## src/rtl/h_alpha_stream_rx.sv

```systemverilog
// h_alpha_stream_rx
// Receives one frame made of I rows of H (J bits each) and A alpha words
// (DW bits each). The two AXI-stream-style inputs are independent and may
// interleave arbitrarily. The frame ends when both counts are complete;
// tlast does not end a frame.
//
// Ports
//   clk, rst                     clock, synchronous active-high reset
//   start                        arms reception of one frame (honoured only in IDLE)
//   H_row / _tvalid / _tlast     H stream input; H_row_tready is the accept output
//   alpha_u_col / _tvalid / _tlast / _tready   alpha stream, same handshake
//   h_rd_addr -> h_rd_data       combinational H buffer read (out of range returns 0)
//   a_rd_addr -> a_rd_data       combinational alpha buffer read (out of range returns 0)
//   frame_done                   one-cycle pulse in the DONE state
//   busy                         high in RECV and DONE
//   err                          sticky tlast framing error
//
// Build option: define RX_TLAST_CHECK_EN to enable the tlast framing check.
// Without it, err is tied to 0 and the tlast inputs are ignored.
//
// state | meaning
// IDLE  | waiting for start, both streams stalled
// RECV  | accepting H and alpha beats until both counts are complete
// DONE  | frame complete, frame_done pulse, back to IDLE next cycle
module h_alpha_stream_rx #(
   parameter int J  = 14,
   parameter int I  = 2,
   parameter int A  = 2,
   parameter int DW = 16
) (
   input  logic                 clk,
   input  logic                 rst,
   input  logic                 start,
   input  logic [J-1:0]         H_row,
   input  logic                 H_row_tvalid,
   input  logic                 H_row_tlast,
   output logic                 H_row_tready,
   input  logic [DW-1:0]        alpha_u_col,
   input  logic                 alpha_u_col_tvalid,
   input  logic                 alpha_u_col_tlast,
   output logic                 alpha_u_col_tready,
   input  logic [$clog2(I):0]   h_rd_addr,
   output logic [J-1:0]         h_rd_data,
   input  logic [$clog2(A):0]   a_rd_addr,
   output logic [DW-1:0]        a_rd_data,
   output logic                 frame_done,
   output logic                 busy,
   output logic                 err
);

   localparam int HAW = $clog2(I) + 1;
   localparam int AAW = $clog2(A) + 1;

   localparam logic [HAW-1:0] H_FULL = HAW'(I);
   localparam logic [HAW-1:0] H_LAST = HAW'(I - 1);
   localparam logic [HAW-1:0] H_ONE  = HAW'(1);
   localparam logic [AAW-1:0] A_FULL = AAW'(A);
   localparam logic [AAW-1:0] A_LAST = AAW'(A - 1);
   localparam logic [AAW-1:0] A_ONE  = AAW'(1);

   typedef enum logic [1:0] {
      IDLE = 2'd0,
      RECV = 2'd1,
      DONE = 2'd2
   } state_t;

   state_t           state;
   state_t           state_nx;
   logic [HAW-1:0]   h_cnt;
   logic [AAW-1:0]   a_cnt;
   logic             h_fire;
   logic             a_fire;
   logic             h_full_nx;
   logic             a_full_nx;
   logic [J-1:0]     h_buf [I];
   logic [DW-1:0]    a_buf [A];

   // Handshakes can only fire in RECV because both treadys are gated by state.
   assign h_fire = H_row_tvalid & H_row_tready;
   assign a_fire = alpha_u_col_tvalid & alpha_u_col_tready;

   // Look ahead to the post-edge count so DONE follows the final beat directly.
   assign h_full_nx = (h_cnt == H_FULL) | (h_fire & (h_cnt == H_LAST));
   assign a_full_nx = (a_cnt == A_FULL) | (a_fire & (a_cnt == A_LAST));

   always_ff @(posedge clk) begin
      if (rst) begin
         state <= IDLE;
      end else begin
         state <= state_nx;
      end
   end

   always_comb begin
      state_nx = state;
      case (state)
         IDLE:    if (start) state_nx = RECV;
         RECV:    if (h_full_nx && a_full_nx) state_nx = DONE;
         DONE:    state_nx = IDLE;
         default: state_nx = IDLE;
      endcase
   end

   always_comb begin
      H_row_tready       = 1'b0;
      alpha_u_col_tready = 1'b0;
      busy               = 1'b0;
      frame_done         = 1'b0;
      case (state)
         RECV: begin
            H_row_tready       = (h_cnt < H_FULL);
            alpha_u_col_tready = (a_cnt < A_FULL);
            busy               = 1'b1;
         end
         DONE: begin
            busy       = 1'b1;
            frame_done = 1'b1;
         end
         default: ;
      endcase
   end

   always_ff @(posedge clk) begin
      if (rst) begin
         h_cnt <= '0;
         a_cnt <= '0;
      end else if (state == IDLE && start) begin
         h_cnt <= '0;
         a_cnt <= '0;
      end else begin
         if (h_fire) h_cnt <= h_cnt + H_ONE;
         if (a_fire) a_cnt <= a_cnt + A_ONE;
      end
   end

   always_ff @(posedge clk) begin
      if (rst) begin
         for (int k = 0; k < I; k++) h_buf[k] <= '0;
         for (int k = 0; k < A; k++) a_buf[k] <= '0;
      end else begin
         for (int k = 0; k < I; k++) begin
            if (h_fire && h_cnt == HAW'(k)) h_buf[k] <= H_row;
         end
         for (int k = 0; k < A; k++) begin
            if (a_fire && a_cnt == AAW'(k)) a_buf[k] <= alpha_u_col;
         end
      end
   end

   // Decoding against each valid index leaves out-of-range addresses at 0.
   always_comb begin
      h_rd_data = '0;
      for (int k = 0; k < I; k++) begin
         if (h_rd_addr == HAW'(k)) h_rd_data = h_buf[k];
      end
   end

   always_comb begin
      a_rd_data = '0;
      for (int k = 0; k < A; k++) begin
         if (a_rd_addr == AAW'(k)) a_rd_data = a_buf[k];
      end
   end

`ifdef RX_TLAST_CHECK_EN
   logic err_q;

   // A beat is still stored when its tlast is wrong; only the flag records it.
   always_ff @(posedge clk) begin
      if (rst) begin
         err_q <= 1'b0;
      end else if (state == IDLE && start) begin
         err_q <= 1'b0;
      end else begin
         if (h_fire && (H_row_tlast != (h_cnt == H_LAST))) err_q <= 1'b1;
         if (a_fire && (alpha_u_col_tlast != (a_cnt == A_LAST))) err_q <= 1'b1;
      end
   end

   assign err = err_q;
`else
   logic unused_tlast;

   assign unused_tlast = H_row_tlast ^ alpha_u_col_tlast;
   assign err          = 1'b0;
`endif

endmodule

```

## config.mk

```make
export PLATFORM = sky130hd
export DESIGN_NAME = h_alpha_stream_rx
export DESIGN_NICKNAME = d
export VERILOG_FILES = /design/src/rtl/h_alpha_stream_rx.sv
export SDC_FILE = /design/constraint.sdc
export NUM_CORES = 1
export LEC_CHECK = 0
export ABC_AREA = 1
export BUFFER_PORTS_ARGS = -buffer_cell sky130_fd_sc_hd__buf_2
export CORE_ASPECT_RATIO = 1.75
export CORE_MARGIN = 1
export CORE_UTILIZATION = 57
export CTS_CLUSTER_SIZE = 28
export DETAILED_ROUTE_END_ITERATION = 10
export PLACE_DENSITY = 0.84
export SETUP_SLACK_MARGIN = 0.1
export SLEW_MARGIN = 25
export SYNTH_ARGS = -nofsm -noshare
export SYNTH_HDL_FRONTEND = slang
export SYNTH_SLANG_ARGS = --single-unit
```

## constraint.sdc

```tcl
create_clock -name clk -period 2.42 [get_ports clk]
set_input_delay 0.363 -clock clk [delete_from_list [all_inputs] [get_ports clk]]
set_output_delay 0.363 -clock clk [all_outputs]
set_load 0.1 [all_outputs]
```

[Yosys cells after proc, flatten, opt, wreduce, memory -nomap -nowiden]
Memory sizes are Yosys's and may differ from the RTL's.
Index checks and enable logic that the tools add are counted.
Word-level totals
  memories kept: 2
  bits in registers: 6
  RAM bits: 60
Memories
  a_buf: depth 2, bits a word 16, rd ports 2, clocked after memory_dff 0, wr ports 2, RTL line 76  | logic [DW-1:0] a_buf [A];
  h_buf: depth 2, bits a word 14, rd ports 2, clocked after memory_dff 0, wr ports 2, RTL line 75  | logic [J-1:0] h_buf [I];
Operators by class
  equal/unequal tests: 10
  order comparisons: 2
  multiplexer cells: 29
  bitwise gates (word level): 10
  reductions and logical operators: 14
  add/subtract/negate cells: 2
Operators with widths (number)
  16-bit two-way mux: 4
  14-bit two-way mux: 4
  1-bit two-way mux: 18
  2-bit by 1-bit equality test with 1-bit output (second input constant): 5
  2-bit logical NOT: 5
  2-bit equality test (second input constant): 3
  1-bit logical AND: 6
  1-bit OR: 6
  2-bit by 1-bit adder with 2-bit output (second input constant): 2
  1-bit AND: 4
  2-bit < comparator (second input constant): 2
  2-bit two-way mux: 2
  2-bit != test (second input constant): 2
  2-bit case mux with 2 select lines: 1
  2-bit OR reduction: 2
  2-bit AND reduction: 1

[Depth between registers and ports, before layout]
Gate-level depths: netlist of run 1.
  depth after elaboration: 8
  depth in mapped cells: 11

[Worst setup path after synthesis of run 1]
Ideal clock, no wire load.
  path kind: in2out
  start point: input port a_rd_addr[0]
  end point: output port a_rd_data[10]
  data arrival time: 3.088 ns
  data required time: 2.057 ns
  stages on the path: 5
  path slack: -1.031 ns
  cell sequence: buf_2 > or2_1 > buf_2 > buf_6 > o21ai_0
Between the ends
  word-level cells in the longest chain between the ends: 3
  elaborated cells between the ends (all ways): 4
  classes of those cells: eq/ne (1); mux (2); reduce/logical (1)
Ends and longest elaborated chain
  start, declared: RTL line 44  | input logic [$clog2(A):0] a_rd_addr,
  2-bit logical NOT: RTL line 161  | if (a_rd_addr == AAW'(k)) a_rd_data = a_buf[k];
  16-bit two-way mux: RTL line 161
  16-bit two-way mux (*): RTL line 161
  end, declared: RTL line 45  | output logic [DW-1:0] a_rd_data,
Mark *: on every way between the ends. The rest lies on a longest branch, timed or not.

[Worst setup path in the final report of run 1]
  start point: input port a_rd_addr[0]
  end point: output port a_rd_data[6]
The elaborated chain is that of the path after synthesis.

==> results of run 1 <==
cell type report:
| type | count | share of cell area |
|---|---|---|
| clock buffers | 9 | 0.0331 |
| clock inverters | 7 | 0.0207 |
| inverters | 77 | 0.0772 |
| multi-input cells | 145 | 0.229 |
| flip-flops and latches | 66 | 0.513 |
| well taps | 55 | 0.0184 |
| repair buffers | 74 | 0.108 |
cells by family after synthesis:
group                      count (synthesis)
other                                      1
DFF                                       66
and+or+nand+nor                           97
buffers and inverters                     88
AOI/OAI and AO/OA                         36
adders and majority gates                 11
registers in the layout, indices dropped and copies added, names as in the netlist:
signal / cells
h_buf: 28
a_buf: 32
a_cnt: 2
h_cnt: 2
state: 2
per-layer routing:
layer | wire length (um) | track usage
met2 | 3060 | 0.373
met4 | 106 | 0.134
met3 | 301 | 0.0598
met1 | 1830 | 0.190
met5 | 0 | 0
how the worst min path moves through the flow:
stage                       start            to
2_1_floorplan            a_cnt[0]      a_cnt[0]
3_3_place_gp             h_cnt[0]      h_cnt[0]
3_5_place_dp             a_cnt[0]      a_cnt[0]
4_1_cts           alpha_u_col[11]  a_buf[0][27]
5_1_grt        alpha_u_col_tvalid      a_cnt[0]
6_report          alpha_u_col[11]  a_buf[0][27]
critical path: cells and delay by family:
family          cells  cell delay (ns)
compound gates      1             0.25
buf+inv             2             0.66
simple gates        1             0.48
cell usage after synthesis:
library cell	count
clkinv_1	1
inv_2	3
buf_4	1
nand2_4	2
inv_1	73
conb_1	1
dfxtp_1	6
clkbuf_1	5
nand4_1	2
edfxtp_1	60
or2_1	1
nor2_2	20
a21oi_1	6
buf_2	2
nor2_4	2
nand3_1	32
or2_2	1
nor2_1	12
buf_6	3
nand2_1	19
nand2_2	6
o21ai_0	30
ha_1	11
power by group:
group | switching, mW | internal [mW] | total (mW)
registers | 0.0509 | 1.43 | 1.48
clock network | 0.428 | 0.484 | 0.912
logic | 0.976 | 0.223 | 1.20
metrics by stage:
step	util	hold slack, ns
after floorplan	-	0.461
after global placement	0.674	0.474
after detailed placement	0.674	0.481
after CTS	0.712	0.323
after global routing	0.712	0.343
final	0.712	0.349
cell usage in the layout (no fill, tap or decap), types with 3 or more instances in the layout:
master and count:
a21oi_1 6, o21ai_2 7, inv_2 3, o21ai_1 23, nand2_1 19, nor2_2 20
nand2_2 6, inv_1 73, nand3_1 32, ha_1 11, dfxtp_1 6, clkbuf_8 9
buf_2 70, nor2_1 12, edfxtp_1 60
==> results.json, run 1 <==
{
  "worstReg2RegStart": "state[1]",
  "start_util": 0.592,
  "max_stage_delay_ns": 0.48,
  "status": "finished, violations left",
  "io_pins": 76,
  "min_period_over_period": 0.879,
  "detailed_place_hpwl_mm": 3.89,
  "grt_max_degree": 18,
  "drive_gt1_frac": 0.347,
  "ctsHoldBuffers": 0,
  "synth_top_cell_area_share": 0.579,
  "crit_start": "a_rd_addr[0]",
  "preCtsSetupSlack_ns": 0.302,
  "startpoint_type": "input port",
  "finalHoldViolCount": 0,
  "finalWirelength_mm": 5.29,
  "min_path_type": "input port to register",
  "ys_seq_area_frac": 0.618,
  "num_vias": 2153,
  "power_mw": 3.59,
  "ir_worst_vdd_uv": 595,
  "synth_area_per_cell_um2": 10.4,
  "synthDistinctLibCells": 23,
  "grt_pass1_wl_mm": 8.75,
  "fp-row-count": 35,
  "critPathMaxFanout": 17,
  "final.setup.worst_slack_ns": 0.294,
  "r2r-end": "h_buf[0][2]",
  "die_h_um": 99.7,
  "die-area_um2": 5770,
  "holdPathStages": 3,
  "n_fill_cell": 369,
  "post_cts_buffers": 0,
  "path_cells": "buf_2, or2_1, o21ai_1, buf_2",
  "worstPathArrival_ns": 1.76,
  "yosysWarnings": 0,
  "multi_input_area_um2": 857,
  "globalRouteTotalUtil": 0.205,
  "via_per_inst": 4.97,
  "worst_pin_slew_ns": 0.605,
  "cts.sinks": 66,
  "crit_slowest_cell": "or2_1",
  "rsz0062_at_grt": "false",
  "clk_pin_slew_ns": 0.08,
  "die_w_um": 57.9,
  "fin_area_um2": 3740,
  "syn_area_um2": 3110,
  "area_growth_pct": 20.3,
  "ant_nets": 0,
  "muxShareOfSynthArea": 0,
  "coreArea_um2": 5260,
  "synthCells": 299,
  "violations": "design-rule violations",
  "routabilityCongestion": 0.784,
  "fin_crit_ns": 2.13,
  "grt_pass1_vias": 2160,
  "maxSlewViolCount": 0,
  "fmax_ghz": 0.470,
  "required_ns": 2.06,
  "io_buffers": 72,
  "syn_nets": 351,
  "clkLatencyLatePin_ns": 0.33,
  "cts_root_buf": "clkbuf_8",
  "grt_antenna_before_repair": 0,
  "clockBufferDepth": 2,
  "synth_fa_ha_area_frac": 0.0442,
  "n_antenna_cell": 0,
  "cts_tree": "yes",
  "cap_viol_max_count": 0,
  "nNetsFinal": 425,
  "fin_skew_ns": 0.00587,
  "finalSetupTns_ns": 0,
  "crit_top_cell": "buf_2",
  "yosysTopAreaCell": "edfxtp_1",
  "drt_iter0_markers": 46,
  "r2r_cells": 8,
  "cts_resized": 0,
  "leakagePower_nw": 1.77,
  "htreeDepth": 3,
  "synthSimpleGateAreaFrac": 0.164,
  "seq_area_um2": 1920,
  "fin_cells": 433,
  "dr.pass1.iters": 8,
  "dp_cells": 417,
  "cts-buffers-inserted": 9,
  "regToRegSetupSlack_ns": 0.55,
  "ys_top_cells_by_area": "edfxtp_1 58%, inv_1 8.8%, nand3_1 5.1%",
  "report.final.setup_viol": 0,
  "worst_setup_path_end_kind": "primary output",
  "synth_top_family_by_area": "simple AND/OR/NAND/NOR gates",
  "place_area_um2": 3540,
  "crit_path_end": "a_rd_data[6]",
  "synthXorXnorAreaFrac": 0,
  "ys_seq_elements": 66,
  "wl_per_cell_um": 12.2,
  "critPathKind": "input port to primary output",
  "power_density_nw_per_um2": 960,
  "synth_compound_area_frac": 0.0579,
  "slew_headroom": 0.595,
  "drc": 6,
  "gr-total-overflow": 0
}
(Power assumes the default switching activity.)
==> inputs of run 2 (changes only) <==
Settings changed: REMOVE_ABC_BUFFERS from default to 1.
==> run 2 against run 1 <==
  * The run still ends with design-rule violations left
  * Critical path depth increased by 1
  * Core utilization is 0.69 points lower
  * Flip-flop and latch count unchanged
  * Count of clock-buffer cells in the layout up 4
  * First-iteration DRC count increased by 52%
  * Fmax rose by 4.5%
  * Routed wire length up 5.6%
  * Global-route usage is 1.2 points higher
  * Die area stayed put
  * Setup slack gained 0.092 ns
==> results.json, run 2 (synthesis results as in run 1) <==
{
  "regMostFlops": "a_buf",
  "cts_resized": 0,
  "cap_viol_max_count": 0,
  "largest_register_ffs": 32,
  "fin_crit_ns": 2.03,
  "clk_pin_slew_ns": 0.07,
  "required_ns": 2.06,
  "worstPathArrival_ns": 1.67,
  "multi_input_area_um2": 831,
  "cts-buffers-inserted": 9,
  "io_buffers": 72,
  "finalWirelength_mm": 5.59,
  "area_growth_pct": 19.1,
  "num_vias": 2246,
  "drive_gt1_frac": 0.328,
  "maxSlewViolCount": 0,
  "ant_nets": 0,
  "fin_skew_ns": 0.0110,
  "slew_headroom": 0.592,
  "dr.pass1.iters": 8,
  "post_cts_buffers": 0,
  "min_period_over_period": 0.841,
  "critPathMaxFanout": 4,
  "fmax_ghz": 0.491,
  "report.final.setup_viol": 0,
  "routabilityCongestion": 0.773,
  "largestRegisters": "a_buf (32), h_buf (28)",
  "wl_per_cell_um": 12.8,
  "leakagePower_nw": 1.77,
  "n_antenna_cell": 0,
  "drc": 6,
  "n_fill_cell": 407,
  "clkLatencyLatePin_ns": 0.34,
  "grt_max_degree": 18,
  "io_pins": 76,
  "coreArea_um2": 5260,
  "fin_util": 0.705,
  "status": "finished, violations left",
  "final_common_cell": "inv_1",
  "die-area_um2": 5770,
  "grt_antenna_before_repair": 0,
  "cts_root_buf": "clkbuf_8",
  "cts_tree": "yes",
  "layout_common_cells": "73 x inv_1, 72 x buf_2, 60 x edfxtp_1",
  "grt_pass1_wl_mm": 9.32,
  "htreeDepth": 3,
  "ir_worst_vdd_uv": 949,
  "clockBufferDepth": 2,
  "startpoint_type": "register",
  "detailed_place_hpwl_mm": 4.02,
  "ctsHoldBuffers": 0,
  "via_per_inst": 5.15,
  "cts.sinks": 66,
  "power_density_nw_per_um2": 967,
  "drt_iter0_markers": 70,
  "fin_cells": 436,
  "globalRouteTotalUtil": 0.217,
  "gr-total-overflow": 0,
  "worst_setup_path_end_kind": "primary output",
  "dp_cells": 420,
  "violations": "design-rule violations",
  "die_h_um": 99.7,
  "fp-row-count": 35,
  "grt_pass1_vias": 2251,
  "nNetsFinal": 428,
  "min_path_type": "input port to register",
  "finalHoldViolCount": 0,
  "die_w_um": 57.9,
  "rsz0062_at_grt": "false",
  "worst_pin_slew_ns": 0.611,
  "critPathKind": "register to primary output",
  "seq_area_um2": 1920,
  "start_util": 0.592
}
## run 2: changes by cell type in the layout (fill, tap and decap cells not counted), sizes merged
cell,delta
buf,+3
clkinv,-1
clkinvlp,-1
clkbuf,+4
inv,-2
## run 2: layer usage
layer / track usage / vias up / wire length [um] / part of all wire
met5: 0 / - / 0 / 0
met3: 0.0468 / 14 / 276 / 0.049
li1: - / 1109 / - / -
met2: 0.392 / 73 / 3180 / 0.57
met4: 0.158 / 0 / 156 / 0.028
met1: 0.208 / 1050 / 1980 / 0.35
## run 2: worst paths after layout
check                  from                  to  slack (ns)  cells after the start
max                state[1]  alpha_u_col_tready        0.39                      5
min reg2reg        h_cnt[0]            h_cnt[0]        0.52                      2
max reg2reg        state[1]        h_buf[0][15]        0.61                      4
min          alpha_u_col[8]        a_buf[0][24]        0.35                      3
## run 2: area by class of cell
type | instances | share of cell area
inverter | 77 | 0.0780
clock buffer | 13 | 0.0429
multi-input combinational | 145 | 0.224
clock inverter | 3 | 0.0108
tap | 55 | 0.0186
timing repair buffer | 77 | 0.107
sequential | 66 | 0.518
## run 2: worst max-delay path, cell delays in order (launching register included)
cell	delay [ns]
dfxtp_1	0.34
inv_1	0.12
ha_1	0.27
inv_2	0.09
nor2_4	0.09
buf_2	0.43
## run 2: stage by stage
step           power, mW  instance area [um2]  setup WS, ns  hold slack (ns)  TNS [ns]
2_1_floorplan       2.49                 3040        -0.796            0.461    -23.67
3_3_place_gp        2.66                 3510         0.401            0.479         0
3_5_place_dp        2.71                 3510         0.375            0.498         0
4_1_cts             3.61                 3710         0.365            0.335         0
5_1_grt             3.74                 3710         0.246            0.350         0
6_report            3.59                 3710         0.385            0.353         0
## run 2: power breakdown
| group | internal, mW | leakage (nW) | total, mW | switching [mW] |
|---|---|---|---|---|
| combinational | 0.216 | 0.991 | 1.20 | 0.981 |
| clock | 0.529 | 0.103 | 0.901 | 0.372 |
| sequential | 1.43 | 0.672 | 1.49 | 0.0554 |
